**src/rtl/pwm_capture.sv**
```systemverilog
// pwm_capture: multi-channel RC/servo PWM high-time measurement front end.
// Each channel synchronizes its pin, times the high phase in 1 us ticks from
// a shared prescaler, and publishes the latest in-range width with valid,
// update and error flags.
// Optional build macro PWM_CAPTURE_GLITCH_FILTER_EN adds a 3-sample majority
// filter per channel, which costs one extra cycle of pin-to-update latency.

module pwm_capture_ch #(
    parameter int W          = 16,
    parameter int MIN_US     = 800,
    parameter int MAX_US     = 2200,
    parameter int TIMEOUT_US = 50000
) (
    input  logic         clk,
    input  logic         rst_n,
    input  logic         pin,
    input  logic         tick,
    input  logic         primed,
    output logic [W-1:0] width,
    output logic         valid,
    output logic         update,
    output logic         err
);

    localparam logic [W-1:0] MIN_W = W'(MIN_US);
    localparam logic [W-1:0] MAX_W = W'(MAX_US);
    localparam logic [W-1:0] TO_W  = W'(TIMEOUT_US);

    typedef enum logic [1:0] {WAIT_LOW, ARMED, HIGH, OVERRUN} state_t;

    logic s1, s2, s3;
    logic lvl, rise, fall;

`ifdef PWM_CAPTURE_GLITCH_FILTER_EN
    logic s4, filt, filt_d;

    // two-flop synchronizer, two history samples, registered majority vote
    always_ff @(posedge clk or negedge rst_n) begin
        if (!rst_n) begin
            s1     <= 1'b0;
            s2     <= 1'b0;
            s3     <= 1'b0;
            s4     <= 1'b0;
            filt   <= 1'b0;
            filt_d <= 1'b0;
        end else begin
            s1     <= pin;
            s2     <= s1;
            s3     <= s2;
            s4     <= s3;
            filt   <= (s2 & s3) | (s2 & s4) | (s3 & s4);
            filt_d <= filt;
        end
    end

    // a lone high or low sample never wins the vote, so spikes make no edge
    assign lvl  = filt;
    assign rise = filt & ~filt_d;
    assign fall = ~filt & filt_d;
`else
    logic lvl_q, rise_q, fall_q;

    // two-flop synchronizer plus registered edge detect on s2/s3; level and
    // edges are captured on the same edge so the FSM sees them aligned
    always_ff @(posedge clk or negedge rst_n) begin
        if (!rst_n) begin
            s1     <= 1'b0;
            s2     <= 1'b0;
            s3     <= 1'b0;
            lvl_q  <= 1'b0;
            rise_q <= 1'b0;
            fall_q <= 1'b0;
        end else begin
            s1     <= pin;
            s2     <= s1;
            s3     <= s2;
            lvl_q  <= s2;
            rise_q <= s2 & ~s3;
            fall_q <= ~s2 & s3;
        end
    end

    assign lvl  = lvl_q;
    assign rise = rise_q;
    assign fall = fall_q;
`endif

    state_t       state, state_nxt;
    logic [W-1:0] cnt, cnt_nxt;
    logic [W-1:0] tocnt;
    logic         upd_nxt, err_nxt;

    // state and width counter registers
    always_ff @(posedge clk or negedge rst_n) begin
        if (!rst_n) begin
            state <= WAIT_LOW;
            cnt   <= '0;
        end else begin
            state <= state_nxt;
            cnt   <= cnt_nxt;
        end
    end

    // next state, counting and capture decisions
    always_comb begin
        state_nxt = state;
        cnt_nxt   = cnt;
        upd_nxt   = 1'b0;
        err_nxt   = 1'b0;
        case (state)
            // primed keeps the reset-cleared sync chain from looking like a
            // low pin while a pulse is already in progress
            WAIT_LOW: if (primed && !lvl) state_nxt = ARMED;
            ARMED: begin
                if (rise) begin
                    cnt_nxt   = '0;
                    state_nxt = HIGH;
                end
            end
            HIGH: begin
                // fall implies lvl low, so a coincident tick is never counted
                if (fall) begin
                    state_nxt = ARMED;
                    if (cnt >= MIN_W) upd_nxt = 1'b1;
                    else              err_nxt = 1'b1;
                end else if (tick && lvl) begin
                    cnt_nxt = cnt + 1'b1;
                    if (cnt == MAX_W) begin
                        err_nxt   = 1'b1;
                        state_nxt = OVERRUN;
                    end
                end
            end
            OVERRUN: if (!lvl) state_nxt = ARMED;
            default: state_nxt = WAIT_LOW;
        endcase
    end

    // published width/valid, event pulses and loss-of-signal timeout
    always_ff @(posedge clk or negedge rst_n) begin
        if (!rst_n) begin
            width  <= '0;
            valid  <= 1'b0;
            update <= 1'b0;
            err    <= 1'b0;
            tocnt  <= '0;
        end else begin
            update <= upd_nxt;
            err    <= err_nxt;
            if (upd_nxt)                   tocnt <= '0;
            else if (tick && tocnt != TO_W) tocnt <= tocnt + 1'b1;
            if (upd_nxt) begin
                width <= cnt;
                valid <= 1'b1;
            end else if (tocnt == TO_W) begin
                width <= '0;
                valid <= 1'b0;
            end
        end
    end

endmodule

module pwm_capture #(
    parameter int NUM_CH     = 6,
    parameter int CLK_DIV    = 48,
    parameter int W          = 16,
    parameter int MIN_US     = 800,
    parameter int MAX_US     = 2200,
    parameter int TIMEOUT_US = 50000
) (
    input  logic                  i_clk,
    input  logic                  i_rst_n,
    input  logic [NUM_CH-1:0]     i_pwm,
    output logic [NUM_CH*W-1:0]   o_width,
    output logic [NUM_CH-1:0]     o_valid,
    output logic [NUM_CH-1:0]     o_update,
    output logic [NUM_CH-1:0]     o_err
);

    localparam int PW     = $clog2(CLK_DIV);
    // cycles until every sync/filter stage holds a real pin sample
    localparam int STAGES = 5;

    logic [PW-1:0]   pre;
    logic            tick;
    logic [STAGES:0] vld_pipe;

    assign tick = (pre == PW'(CLK_DIV - 1));

    // free-running 1 us prescaler shared by all channels
    always_ff @(posedge i_clk or negedge i_rst_n) begin
        if (!i_rst_n) pre <= '0;
        else          pre <= tick ? '0 : pre + 1'b1;
    end

    // ones shift in after reset; the top bit marks the pipeline as primed
    always_ff @(posedge i_clk or negedge i_rst_n) begin
        if (!i_rst_n) vld_pipe <= '0;
        else          vld_pipe <= {vld_pipe[STAGES-1:0], 1'b1};
    end

    for (genvar n = 0; n < NUM_CH; n++) begin : g_ch
        pwm_capture_ch #(
            .W          (W),
            .MIN_US     (MIN_US),
            .MAX_US     (MAX_US),
            .TIMEOUT_US (TIMEOUT_US)
        ) u_ch (
            .clk    (i_clk),
            .rst_n  (i_rst_n),
            .pin    (i_pwm[n]),
            .tick   (tick),
            .primed (vld_pipe[STAGES]),
            .width  (o_width[n*W +: W]),
            .valid  (o_valid[n]),
            .update (o_update[n]),
            .err    (o_err[n])
        );
    end

endmodule
```
**config.mk**
```make
export PLATFORM = sky130hd
export DESIGN_NAME = pwm_capture
export DESIGN_NICKNAME = d
export VERILOG_FILES = /design/src/rtl/pwm_capture.sv
export SDC_FILE = /design/constraint.sdc
export NUM_CORES = 1
export LEC_CHECK = 0
export BUFFER_PORTS_ARGS = -buffer_cell sky130_fd_sc_hd__buf_2
export CELL_PAD_IN_SITES_DETAIL_PLACEMENT = 0
export CELL_PAD_IN_SITES_GLOBAL_PLACEMENT = 1
export CORE_MARGIN = 3
export CORE_UTILIZATION = 30
export DETAILED_ROUTE_END_ITERATION = 10
export PLACE_DENSITY = 0.56
export SLEW_MARGIN = 20
export SYNTH_ARGS = -nofsm -noshare
export SYNTH_HDL_FRONTEND = slang
export SYNTH_SLANG_ARGS = --single-unit
```
**constraint.sdc**
```tcl
create_clock -name i_clk -period 5.9 [get_ports i_clk]
set_clock_uncertainty 0.05 [all_clocks]
set_input_delay 0.59 -clock i_clk [delete_from_list [all_inputs] [get_ports i_clk]]
set_output_delay 0.59 -clock i_clk [all_outputs]
set_load 0.03 [all_outputs]
```
==> metrics.md <==
| Metric | Value |
|---|---|
| Synthesis-to-finish area growth | 14.90% |
| CTS Hold Buffers Added | 0 |
| GR Overflow Total | 0 |
| Via/cell ratio | 4.902 |
| # diodes | 0 |
| Commonest non-fill, non-tap cell in the layout | dfrtp_1 |
| Ys flop type | dfrtp_1 |
| Vias | 13535 |
| First-pass GRT wire length | 75.06 mm |
| Input/output buffers | 121 |
| Layout cells sized above 1 | 11.82% |
| Final std cells w/o fill | 2761 |
| Setup TNS | 0 ps |
| Mapped Cells | 1886 |
| Post-synth EDFFs | 0 |
| CTS Buf Count | 44 |
| Placement Rows | 88 |
| Syn avg cell area | 9.427 µm² |
| Post-Place Cells | 2683 |
| CTS tree | yes |
| Status | completed |
| Initial antenna violation count | 1 |
| Hold Violations, Final | 0 |
| RSZ-0062 raised after global routing | false |
| Hold WS | 10.11 ps |
| Utilization after layout | 35.14% |
| Largest net degree at the start of global routing | 140 |
| Cell Area, Synth | 17780 µm² |
| Worst relative slew slack | 29.95% |
| First DRT Iteration DRCs | 824 |
| Slew @ Worst Pin | 1047 ps |
| Wire per inst | 16.35 µm |
| Min Tclk post-route | 3153 ps |
| R2r worst-path depth | 7 |
| GRT Overall Usage | 14.43% |
| Period utilisation layout | 53.44% |
| Die area | 62220 µm² |
| Synth warn | 0 |
| Initial Util | 30.58% |
| Register area share after synthesis | 50.67% |
| CTS root buf | clkbuf_16 |
| GPL Wtd Cong | 0.7678 |
| Fin nets | 2022 |
| Critical path peak fanout | 37 |
| H-Tree Depth | 2 |
| Yosys cell types | 72 |
| Placed wire-length estimate | 30.02 mm |
| Vias in the first global route | 13546 |
| Maximum buffer depth of the clock tree | 3 |
| Worst skew pair latency | 560 ps |
| Detail Route Antenna Nets | 0 |
| DIE WIDTH | 249.4 µm |
| Worst hold path type | primary input to asynchronous set/reset pin |
| Pre-antenna DRT Iters | 5 |
| WS Path Type | flip-flop to flip-flop |
| Max-slew violations | 0 |
| FFs w/ async S/R, synth | 100.0% |
| Critical path startpoint category | flip-flop |
| CTS sink count | 360 |
| #FFs+latches synth | 360 |
| CP endpoint kind | flip-flop |
| Critical Path AT | 3540 ps |
| Syn Nets | 1943 |
| Drt total wl | 45.15 mm |
| PD cells | 294.1 nW/µm² |
| Post_cts resized | 0 |
| DIE HEIGHT | 249.4 µm |
| IO Pins | 122 |
| Clk slew on worst S/H paths | 60 ps |
| Core ar. | 58140 µm² |
| Worst EP required | 6290 ps |
| Maximum vdd drop | 0.1709 mV |
| MaxCap Viol Count | 0 |
| Most frequent cells in the layout | dfrtp_1 (360), nand2_1 (294), nor2_1 (202) |
| FF-to-FF setup slack | 2750 ps |
| Post-CTS setup buffers | 0 |
| Setup violations, final | 0 |
| Top achievable clock speed | 317.2 MHz |
| Leak | 9.446 nW |
| DR DRC count | 0 |
==> worst max-delay path: stages, from the launching register on <==
cell     delay [ps]
dfrtp_1         400
ha_1            320
nand3_2         290
buf_4           340
nor2_4          790
nand4_1         270
a211o_1         350
a32o_1          210
==> sequential cells by signal, indices dropped and copies added, names as in the netlist, 12 cells and up <==
name	cells
g_ch.u_ch.cnt	96
g_ch.u_ch.state	12
g_ch.u_ch.tocnt	96
g_ch.u_ch.width	96
==> cell type report <==
type | instances | area, µm²
Clock buffer | 61 | 1276
Fill cell | 5994 | 37710
Tap cell | 765 | 957.2
Clock inverter | 16 | 133.9
Sequential cell | 360 | 9009
Timing Repair Buffer | 141 | 785.8
Inverter | 59 | 221.5
Multi-Input combinational cell | 1359 | 8045
==> final timing paths <==
| check | start | to |
|---|---|---|
| worst max-delay path | pre[0]$_DFF_PN0_ | g_ch[5].u_ch.state[1]$_DFFE_PN0P_ |
| worst min-delay path | i_rst_n | g_ch[2].u_ch.width[4]$_DFFE_PN0P_ |
| worst max register to register | pre[0]$_DFF_PN0_ | g_ch[5].u_ch.state[1]$_DFFE_PN0P_ |
| worst min register to register | vld_pipe[0]$_DFF_PN0_ | vld_pipe[1]$_DFF_PN0_ |
| max in group asynchronous | i_rst_n | g_ch[5].u_ch.cnt[9]$_DFFE_PN0P_ |
| min in group i_clk | i_pwm[0] | g_ch[0].u_ch.s1$_DFF_PN0_ |
==> kinds of logic (layout without fill, tap and decap cells) <==
family | Yosys count | in the layout | share of synthesized area (%)
buf+inv | 167 | 277 | 4.145
flops | 360 | 360 | 50.67
compound gates | 225 | 225 | 7.375
mux | 23 | 23 | 1.309
other cells | 1 | 1 | 0.02109
fa+ha+maj | 49 | 49 | 3.448
xor+xnor | 147 | 147 | 7.241
simple gates | 914 | 914 | 25.79
==> per-stage QoR <==
| step | area [µm²] | setup WS, ps | power (mW) |
|---|---|---|---|
| after floorplan | 17780 | 3772 | 3.166 |
| after global placement | 19000 | 2841 | 3.393 |
| after detailed placement | 19010 | 2718 | 3.411 |
| after CTS | 20420 | 2690 | 6.137 |
| after global routing | 20430 | 2525 | 6.330 |
| final | 20430 | 2747 | 6.007 |
==> synthesized netlist by cell type (3+ instances only) <==
master	count	area (µm²)
nor2b_1	22	137.6
xor2_1	110	963.4
nand4bb_1	3	33.78
nor4_1	26	162.7
nor4_2	4	50.05
nand3_1	102	510.5
nand4b_1	4	35.03
nor4bb_1	3	30.03
nand3b_1	4	30.03
o21ai_0	141	705.7
nand2_1	294	1104
nor3_1	37	185.2
a32o_1	4	40.04
buf_6	3	33.78
nor4b_1	12	105.1
dfrtp_1	360	9009
nor2_1	202	758.2
and3_1	43	269.0
and4b_1	4	40.04
a21oi_1	31	155.2
xnor2_1	37	324.1
clkbuf_1	64	240.2
mux2i_1	21	210.2
o2111ai_1	3	26.28
and4_1	11	96.34
nand4_1	74	462.9
ha_1	49	613.1
buf_1	9	33.78
o211ai_1	4	30.03
a31oi_1	5	31.28
buf_2	12	60.06
a21o_1	10	75.07
nor4_4	5	106.4
inv_1	59	221.5
or3_1	15	93.84
and2_1	12	75.07
nand2b_1	13	81.33
buf_4	19	142.6
o31ai_1	6	45.04
or4_1	8	60.06
==> report_power, final <==
part,leakage [nW],internal [mW],switching [mW]
Sequential,4.90,2.53,0.0609
Clock,0.711,1.59,1.06
Combinational,3.83,0.254,0.508
==> per-layer routing <==
layer / GRT usage [%] / share of wire (%) / routed length (µm) / vias to the layer above
met1: 20.01 / 48 / 21660 / 6685
li1: - / - / - / 6603
met4: 4.294 / 2.0 / 923 / 0
met2: 23.39 / 47 / 21070 / 191
met3: 2.147 / 3.3 / 1495 / 56
met5: 0 / 0 / 0 / -
Power figures use the tool's default switching activity.
